$ cat config.mk
export PLATFORM = sky130hd
export DESIGN_NAME = redmule_ldst_arbiter
export DESIGN_NICKNAME = d
export VERILOG_FILES = /design/src/rtl/redmule_ldst_arbiter.sv
export SDC_FILE = /design/constraint.sdc
export NUM_CORES = 1
export LEC_CHECK = 0
export CORE_AREA = 4 4 595 597
export CTS_BUF_LIST = sky130_fd_sc_hd__clkbuf_4 sky130_fd_sc_hd__clkbuf_8
export DETAILED_ROUTE_END_ITERATION = 12
export DIE_AREA = 0 0 599 601
export GPL_TIMING_DRIVEN = 0
export HOLD_SLACK_MARGIN = 0.03
export SLEW_MARGIN = 20
export SYNTH_ARGS = -nofsm -noshare
export SYNTH_HDL_FRONTEND = slang
export SYNTH_SLANG_ARGS = --single-unit
$ cat constraint.sdc
create_clock -name clk_i -period 2.85 [get_ports clk_i]
set_clock_uncertainty 0.1 [all_clocks]
set_input_delay 0.57 -clock clk_i [delete_from_list [all_inputs] [get_ports clk_i]]
set_output_delay 0.57 -clock clk_i [all_outputs]
set_load 0.03 [all_outputs]
$ cat src/rtl/redmule_ldst_arbiter.sv
// redmule_ldst_arbiter: arbitrates NB_LD load channels and one store channel onto a single TCDM master port
//   clk_i, rst_i, clear_i, enable_i                   : clock, sync reset, sync soft clear, grant enable
//   ld_req_i/ld_add_i/ld_be_i -> ld_gnt_o             : per-channel load request, payload and grant
//   ld_r_valid_o/ld_r_data_o                          : response routed to the issuing channel, data broadcast
//   st_req_i/st_add_i/st_data_i/st_be_i -> st_gnt_o   : store request, payload and grant
//   tcdm_*                                            : TCDM master port (wen=1 means read)
//   outstanding_o, busy_o, err_o                      : in-flight loads, activity, sticky orphan-response error
module redmule_ldst_arbiter #(
  parameter int NB_LD        = 3,
  parameter int DW           = 288,
  parameter int AW           = 32,
  parameter int MAX_OUTST    = 4,
  parameter int ARB_RR       = 1,
  parameter int MAX_ST_BURST = 8
) (
  input  logic                       clk_i,
  input  logic                       rst_i,
  input  logic                       clear_i,
  input  logic                       enable_i,
  input  logic [NB_LD-1:0]           ld_req_i,
  input  logic [NB_LD*AW-1:0]        ld_add_i,
  input  logic [NB_LD*DW/8-1:0]      ld_be_i,
  output logic [NB_LD-1:0]           ld_gnt_o,
  output logic [NB_LD-1:0]           ld_r_valid_o,
  output logic [DW-1:0]              ld_r_data_o,
  input  logic                       st_req_i,
  output logic                       st_gnt_o,
  input  logic [AW-1:0]              st_add_i,
  input  logic [DW-1:0]              st_data_i,
  input  logic [DW/8-1:0]            st_be_i,
  output logic                       tcdm_req_o,
  input  logic                       tcdm_gnt_i,
  output logic                       tcdm_wen_o,
  output logic [AW-1:0]              tcdm_add_o,
  output logic [DW-1:0]              tcdm_data_o,
  output logic [DW/8-1:0]            tcdm_be_o,
  input  logic                       tcdm_r_valid_i,
  input  logic [DW-1:0]              tcdm_r_data_i,
  output logic [$clog2(MAX_OUTST):0] outstanding_o,
  output logic                       busy_o,
  output logic                       err_o
);
  localparam int BW = DW / 8;
  localparam int IW = NB_LD > 1 ? $clog2(NB_LD) : 1;
  localparam int PW = $clog2(MAX_OUTST);
  localparam int CW = PW + 1;
  localparam int SW = $clog2(MAX_ST_BURST + 1);
  logic [IW-1:0] r_fifo [MAX_OUTST];
  logic [PW-1:0] r_wptr, r_rptr;
  logic [CW-1:0] r_cnt;
  logic [IW-1:0] r_ptr, r_lock_idx, w_rr_idx, w_idx, w_j;
  logic [SW-1:0] r_st_cnt;
  logic          r_lock, r_lock_st, r_err;
  logic          w_clr, w_full, w_any_ld, w_st_ok, w_ld_ok, w_sel_st, w_sel_ok, w_gnt, w_push, w_pop;
  assign w_clr    = rst_i | clear_i;
  assign w_full   = r_cnt == CW'(MAX_OUTST);
  assign w_any_ld = |ld_req_i;
  assign w_st_ok  = st_req_i & (r_st_cnt < SW'(MAX_ST_BURST));
  assign w_ld_ok  = w_any_ld & ~w_full;
  // Scan from the RR pointer (or from 0 for fixed priority); descending loop lets the nearest requester win.
  always_comb begin
    w_rr_idx = '0;
    w_j      = '0;
    for (int k = NB_LD - 1; k >= 0; k--) begin
      w_j = IW'((k + (ARB_RR != 0 ? int'(r_ptr) : 0)) % NB_LD);
      if (ld_req_i[w_j]) w_rr_idx = w_j;
    end
  end
  // A presented-but-ungranted request freezes the selection until it is accepted.
  assign w_sel_st      = r_lock ? r_lock_st : w_st_ok;
  assign w_idx         = r_lock ? r_lock_idx : w_rr_idx;
  assign w_sel_ok      = r_lock | w_st_ok | w_ld_ok;
  assign tcdm_req_o    = ~w_clr & (r_lock | (enable_i & w_sel_ok));
  assign w_gnt         = tcdm_req_o & tcdm_gnt_i;
  assign w_push        = w_gnt & ~w_sel_st;
  assign st_gnt_o      = w_gnt & w_sel_st;
  assign ld_gnt_o      = w_push ? NB_LD'(1) << w_idx : '0;
  assign tcdm_wen_o    = ~w_sel_st;
  assign tcdm_add_o    = w_sel_st ? st_add_i : ld_add_i[w_idx*AW +: AW];
  assign tcdm_be_o     = w_sel_st ? st_be_i : ld_be_i[w_idx*BW +: BW];
  assign tcdm_data_o   = w_sel_st ? st_data_i : '0;
  assign w_pop         = tcdm_r_valid_i & (r_cnt != '0) & ~w_clr;
  assign ld_r_valid_o  = w_pop ? NB_LD'(1) << r_fifo[r_rptr] : '0;
  assign ld_r_data_o   = tcdm_r_data_i;
  assign outstanding_o = r_cnt;
  assign busy_o        = w_any_ld | st_req_i | (r_cnt != '0);
  assign err_o         = r_err;
  always_ff @(posedge clk_i) begin
    if (w_clr) begin
      r_wptr     <= '0;
      r_rptr     <= '0;
      r_cnt      <= '0;
      r_ptr      <= '0;
      r_lock     <= 1'b0;
      r_lock_st  <= 1'b0;
      r_lock_idx <= '0;
      r_st_cnt   <= '0;
      r_err      <= 1'b0;
    end else begin
      if (w_push) begin
        r_fifo[r_wptr] <= w_idx;
        r_wptr         <= r_wptr + 1'b1;
        r_ptr          <= (w_idx == IW'(NB_LD - 1)) ? '0 : w_idx + 1'b1;
      end
      if (w_pop) r_rptr <= r_rptr + 1'b1;
      r_cnt <= r_cnt + CW'(w_push) - CW'(w_pop);
      if (tcdm_req_o & ~tcdm_gnt_i) begin
        r_lock     <= 1'b1;
        r_lock_st  <= w_sel_st;
        r_lock_idx <= w_idx;
      end else if (w_gnt) r_lock <= 1'b0;
      // Store credit only drains while loads wait; any load grant or idle load side refills it.
      r_st_cnt <= (~w_any_ld | w_push) ? '0 : r_st_cnt + SW'(st_gnt_o);
      if (tcdm_r_valid_i & (r_cnt == '0)) r_err <= 1'b1;
    end
  end
endmodule

## Word-level counts from Yosys, hierarchy flattened

Memory sizes are Yosys's and may differ from the RTL's. A register that Yosys moved wholly into a read port is not among the register bits.
Cells that the tools add are included.

| word-level totals | value |
|---|---|
| register bits | 18 |
| bits in latches | 0 |
| memory bits (read-only) | 0 |
| memories kept | 1 |
| RAM bits | 8 |

Memory list:

| memory | depth | width | rd ports | clocked after memory_dff | write ports | RTL line | RTL |
|---|---|---|---|---|---|---|---|
| r_fifo | 4 | 2 | 1 | 1 | 1 | 48 | `logic [IW-1:0] r_fifo [MAX_OUTST];` |

| operators by class | value |
|---|---|
| shifts and indexed selects | 4 |
| eq/ne operators | 2 |
| bitwise gates (word level) | 23 |
| $add $sub $neg | 8 |
| divide/modulo/power cells | 3 |
| muxes and demuxes | 24 |
| $lt $le $gt $ge | 4 |
| reductions and logical operators | 5 |
| multiply operators | 1 |

Operators by type and width:

| kind | count |
|---|---|
| $mux W288 | 1 |
| $shiftx A108 B9 Y36 | 1 |
| $shiftx A96 B8 Y32 | 1 |
| $mod A32 B3 Y32 const B | 2 |
| $mux W36 | 1 |
| $mod A3 B3 Y32 const B | 1 |
| $mux W32 | 1 |
| $mux W2 | 7 |
| $and A1 B1 Y1 | 11 |
| $lt A2 B3 Y1 const B | 3 |
| $mux W1 | 9 |
| $or A1 B1 Y1 | 7 |
| $add A2 B1 Y2 const B | 3 |
| $bmux W1 S2 | 3 |
| $mul A2 B4 Y6 const B | 1 |
| $mux W3 | 2 |
| $shl A1 B2 Y3 const A | 2 |
| $not A1 Y1 | 5 |
| $add A4 B1 Y4 | 1 |
| $lt A4 B4 Y1 const B | 1 |
| $add A1 B2 Y3 const A | 1 |
| $add A2 B2 Y3 const A | 1 |
| $add A3 B1 Y3 | 1 |
| $eq A3 B3 Y1 const B | 1 |
| other kinds (7) | 7 |

## Depth between registers and ports, before layout

Gate-level depths: netlist of run 1.

| logic depth | value |
|---|---|
| word-level depth | 12 |
| mapped depth | 12 |
| depth with buffers taken out | 11 |

## Least setup slack after synthesis of run 1

Ideal clock, no wire load.

| timing | value |
|---|---|
| path type | input -> register |
| start point | in st_req_i |
| end point | reg r_st_cnt[1] |
| cell stages on the path | 9 |
| path slack | -0.359 ns |
| arrival | 2.994 ns |
| library setup time | 0.115 ns |
| buffers on the path | 2 |
| data required time | 2.635 ns |
| cells stage by stage | nand2b_1 > o21ai_0 > buf_2 > inv_2 > buf_2 > nor4_1 > ha_1 > ha_1 > and2_1 |

| on the way | value |
|---|---|
| elaborated cells on any way between the ends | 14 |
| those cells by class | add/sub (1); mux (1); bitwise (11); reduce/logical (1) |

RTL lines:

| what | RTL line | RTL |
|---|---|---|
| start: declaration | 26 | `input logic st_req_i,` |
| $and A1 B1 Y1 (*) | 58 | `assign w_st_ok = st_req_i & (r_st_cnt < SW'(MAX_ST_BURST));` |
| $or A1 B1 Y1 (2 in series) | 72 | `assign w_sel_ok = r_lock \| w_st_ok \| w_ld_ok;` |
| $and A1 B1 Y1 | 73 | `assign tcdm_req_o = ~w_clr & (r_lock \| (enable_i & w_sel_ok));` |
| $or A1 B1 Y1 | 73 |  |
| $and A1 B1 Y1 | 73 |  |
| $and A1 B1 Y1 | 74 | `assign w_gnt = tcdm_req_o & tcdm_gnt_i;` |
| $and A1 B1 Y1 (*) | 76 | `assign st_gnt_o = w_gnt & w_sel_st;` |
| net st_gnt_o | 27 | `output logic st_gnt_o,` |
| $add A4 B1 Y4 (*) | 113 | `r_st_cnt <= (~w_any_ld \| w_push) ? '0 : r_st_cnt + SW'(st_gnt_o);` |
| end signal: assignment | 113 |  |
| end: declaration | 52 | `logic [SW-1:0] r_st_cnt;` |

The timed path passes the listed nets; every way through them passes the cells marked *.
A chain may end at the register's enable or synchronous reset.

## Worst setup path in the final report of run 1

| timing | value |
|---|---|
| start point | reg r_ptr[0] |
| end point | out tcdm_add_o[17] |

| on the way | value |
|---|---|
| cells in the longest elaborated chain, start to end | 10 |
| elaborated cells on any way between the ends | 17 |
| those cells by class | add/sub (2); div (3); shift (1); mux (11) |

RTL lines:

| what | RTL line | RTL |
|---|---|---|
| start: declaration | 51 | `logic [IW-1:0] r_ptr, r_lock_idx, w_rr_idx, w_idx, w_j;` |
| start signal: assignment | 103 | `r_ptr <= (w_idx == IW'(NB_LD - 1)) ? '0 : w_idx + 1'b1;` |
| $add A2 B2 Y3 | 65 | `w_j = IW'((k + (ARB_RR != 0 ? int'(r_ptr) : 0)) % NB_LD);` |
| $mod A32 B3 Y32 | 65 |  |
| $bmux W1 S2 | 66 | `if (ld_req_i[w_j]) w_rr_idx = w_j;` |
| $mux W1 (implied by the code) | 66 |  |
| $mux W2 (2 in series) | 66 |  |
| $mux W2 (*) | 66 |  |
| $mux W2 (*) | 71 | `assign w_idx = r_lock ? r_lock_idx : w_rr_idx;` |
| $shiftx A96 B8 Y32 (*) | 79 | `assign tcdm_add_o = w_sel_st ? st_add_i : ld_add_i[w_idx*AW +: AW];` |
| $mux W32 (*) | 79 |  |
| end: declaration | 34 | `output logic [AW-1:0] tcdm_add_o,` |

Every way passes the cells marked *; elsewhere a longest branch is shown, timed or not. The select of a mux whose other input is x is not followed.

==> flow_summary.toml, run 1 <==
[run_status]
status = "finished, violations left"
violations = "setup timing"

[critical_path]
critPathCaptureType = "primary output"
slowest_delay_ps = 410
path_buf_inv = 6
crit_slowest_cell = "dfxtp_4"
required_ps = 2180
critPathLaunchType = "register"
path_class = "reg2out"
crit_start = "r_ptr[0]"
r2r_start = "outstanding_o[0]"
path_delay_family = "compound AO/OA/AOI/OAI gates"
critPathMostFrequentCell = "buf_12"
crit_chain = "inv_4 -> ha_4 -> nor4b_2 -> o21a_1 -> o21ai_4 -> buf_12 -> clkbuf_16 -> buf_12 -> buf_6 -> a32oi_4 -> a31oi_4 -> buf_12"
crit_fanout = 5
critPathArrivalTime_ps = 2830

[yosys]
synth_common_cells = "and2_1, buf_4, nor2_1"
syn_inst = 1084
yosys.area.top_type = "buf_4"
syn_nets = 1953
synthTopCellsByArea = "buf_4, and2_1, a32oi_1, a31oi_1, dfxtp_1"
synth.most_common_cell = "and2_1"
synth_seq_cells = 28
syn-cell-area_mm2 = 0.00744
async_flop_share_pct = 0
avgSynthCellArea_um2 = 6.87
synth_edf_count = 8
synth_top_area_share_pct = 29.1
ys_warn_count = 0
synth_cell_types = 50
ys_seq_area_share_pct = 8.61
synth_ff_type = "dfxtp_1"

[worst_hold_path]
hp-class = "reg2reg"
hold_start = "err_o"

[routing]
vias_per_cell = 2.26
drt_iter0_drc = 1298
ant_nets = 0
via_count = 16028
drcViolationCount = 0
dr.pass1.iters = 5
wire_per_inst_um = 43.2
wl_mm = 307

[floorplanning]
core_region_area_mm2 = 0.349
die_y_um = 601
die_w_um = 599
die_area_mm2 = 0.360
ios = 1516
rows = 217
initial_utilization_pct = 2.13

[clock_tree]
cts_max_level = 1
cts.sinks = 28
cts_buffer_depth = 2
clkTransAtPathRegs_ps = 120
clk_latency_ps = 300
cts_tree = "yes"
cts_buffers = 3
cts-root-buf = "clkbuf_8"

[grt]
grt_max_degree = 17
grt_pass1_wl_mm = 339
grt_antenna_before_repair = 374
grt.total_usage_pct = 16.2
grt_pass1_vias = 14521
grt_overflow = 0

[final_layout]
design_area_mm2 = 0.0298
nNetsFinal = 3275
final_cells = 7106
fillers = 40641
syn_to_final_growth_pct = 300
drive_gt1_share_pct = 43.7
seq_area_um2 = 654
multi_input_area_mm2 = 0.00656

[sta]
setup_viol = 71
rsz0062_at_grt = "true"
postLayoutSetupSlackWorst_ps = -651
relSlewSlack_pct = 30.3
layout_min_cycle_time_ps = 3500
fin_crit_sh_pct = 123
whs_ps = 394
worstMarginPinSlew_ps = 1040
hold_violations = 0
final_max_slew_viol_count = 0
fmax_mhz = 286

[flow_run]
drv_cap = 0

[power_and_ir_drop]
p_total_uw = 7500
p_per_area_mw_per_mm2 = 252
ir_drop_mv = 0.136
static-leakage-power_uw = 0.0101

[placement]
dp_hpwl_mm = 289
placedCellCount = 6917
gp_congestion = 1.33
io_buffers = 1227
dpl_cell_area_mm2 = 0.0260
-- path summary, 6_finish.rpt --
path	slack [ps]	cells past startpoint	endpoint
setup / recovery	-650	12	tcdm_add_o[17]
hold / removal	390	2	err_o
setup reg to reg	170	12	outstanding_o[2]
hold reg to reg	390	2	err_o
-- per-layer routing --
metal / vias up / part of all wire (%) / track usage [%]
li1: 6195 / - / -
met1: 7498 / 33 / 15.9
met2: 1609 / 48 / 28.0
met3: 548 / 16 / 12.1
met4: 178 / 2.0 / 1.87
met5: - / 0.48 / 0.521
-- registers in the layout, summed over array words and instances, names as in the netlist, named ones only --
register / cells
r_rptr: 2
r_st_cnt: 4
r_lock: 1
r_lock_idx: 2
err_o: 1
outstanding_o: 3
r_lock_st: 1
r_fifo: 8
r_ptr: 2
r_wptr: 2
-- layout make-up --
type                       instances  share of cell area, %
multi-input combinational        665                   22.0
clock buffer                       3                  0.139
inverter                          15                  0.206
tap                             4599                   19.3
buffer                           366                   10.2
clock inverter                     1                  0.101
antenna                          102                  0.857
sequential                        28                   2.20
timing repair buffer            1327                   45.0
-- cells in the final DEF, fill, tap and decap left out, types with 6 or more instances in the layout --
cell             synthesis  layout
and2_1                 296     258
buf_4                  288     360
clkbuf_4                 0      16
buf_2                   16     113
and2_2                   0       9
buf_6                    1     139
clkdlybuf4s50_1          0     854
clkbuf_2                 1      33
o21ai_0                 69      15
clkdlybuf4s15_2          0      34
a32oi_4                  0      63
clkbuf_16                0      13
inv_1                   14      12
clkbuf_1                69       6
a31oi_2                  0      32
a31oi_4                  0      36
ha_1                    10       8
o21ai_4                  0       7
nor2_1                  84      75
o21ai_2                  1      19
dfxtp_1                 20      13
edfxtp_1                 8       8
clkbuf_8                 0       6
o21ai_1                  3      32
buf_8                    0      30
buf_12                   0      57
dlygate4sd2_1            0      24
diode_2                  0     102
and2_4                   0      29
-- power by group --
part           internal [uW]  switching (uW)  total, uW  leakage (uW)
combinational           2740            4000       6740       0.00980
sequential               411            2.81        414      0.000239
clock                    189             154        343     0.0000363
total                   3340            4160       7500        0.0101
-- cells by family (layout without fill, tap and decap cells) --
group                      Yosys count  count (layout)  share of synthesized area [%]
buffers and inverters              391            1712                           34.6
and+or+nand+nor                    415             415                           32.2
muxes                                6               6                           1.14
xor gates and xnor gates             7               7                          0.824
adders and majority gates           11              11                           1.95
AOI/OAI and AO/OA                  226             226                           20.6
other                                0             102                              0
DFF                                 28              28                           8.61
-- timing repair --
item | CTS | global route
buffers inserted | 58 | 30
hold buffers | 0 | 0
gates cloned | 7 | 4
gates resized for setup | 2326 | 330
pin swaps | 111 | 90
setup endpoints to repair | 378 | 264
-- worst min-delay path, cell delays in order, from the launching register on --
cell and delay, ps:
dfxtp_1 350, a21oi_1 40, nor2_1 70
-- per-stage QoR --
step	utilization [%]	setup WS (ps)	setup TNS [ps]
after floorplan	-	-62.1	-131
after global placement	7.43	-3970	-775530
after detailed placement	7.47	-3270	-747930
after CTS	8.36	-763	-38220
after global routing	8.50	-732	-41020
final	8.55	-651	-35750
Note: power is estimated with default switching activity, not from simulation.
==> run 2, diff against run 1 <==
Settings changed: CTS_CLUSTER_SIZE from default to 24.
==> results of run 2 <==
No change in the layout: final DEF, timing and power equal those of run 1.
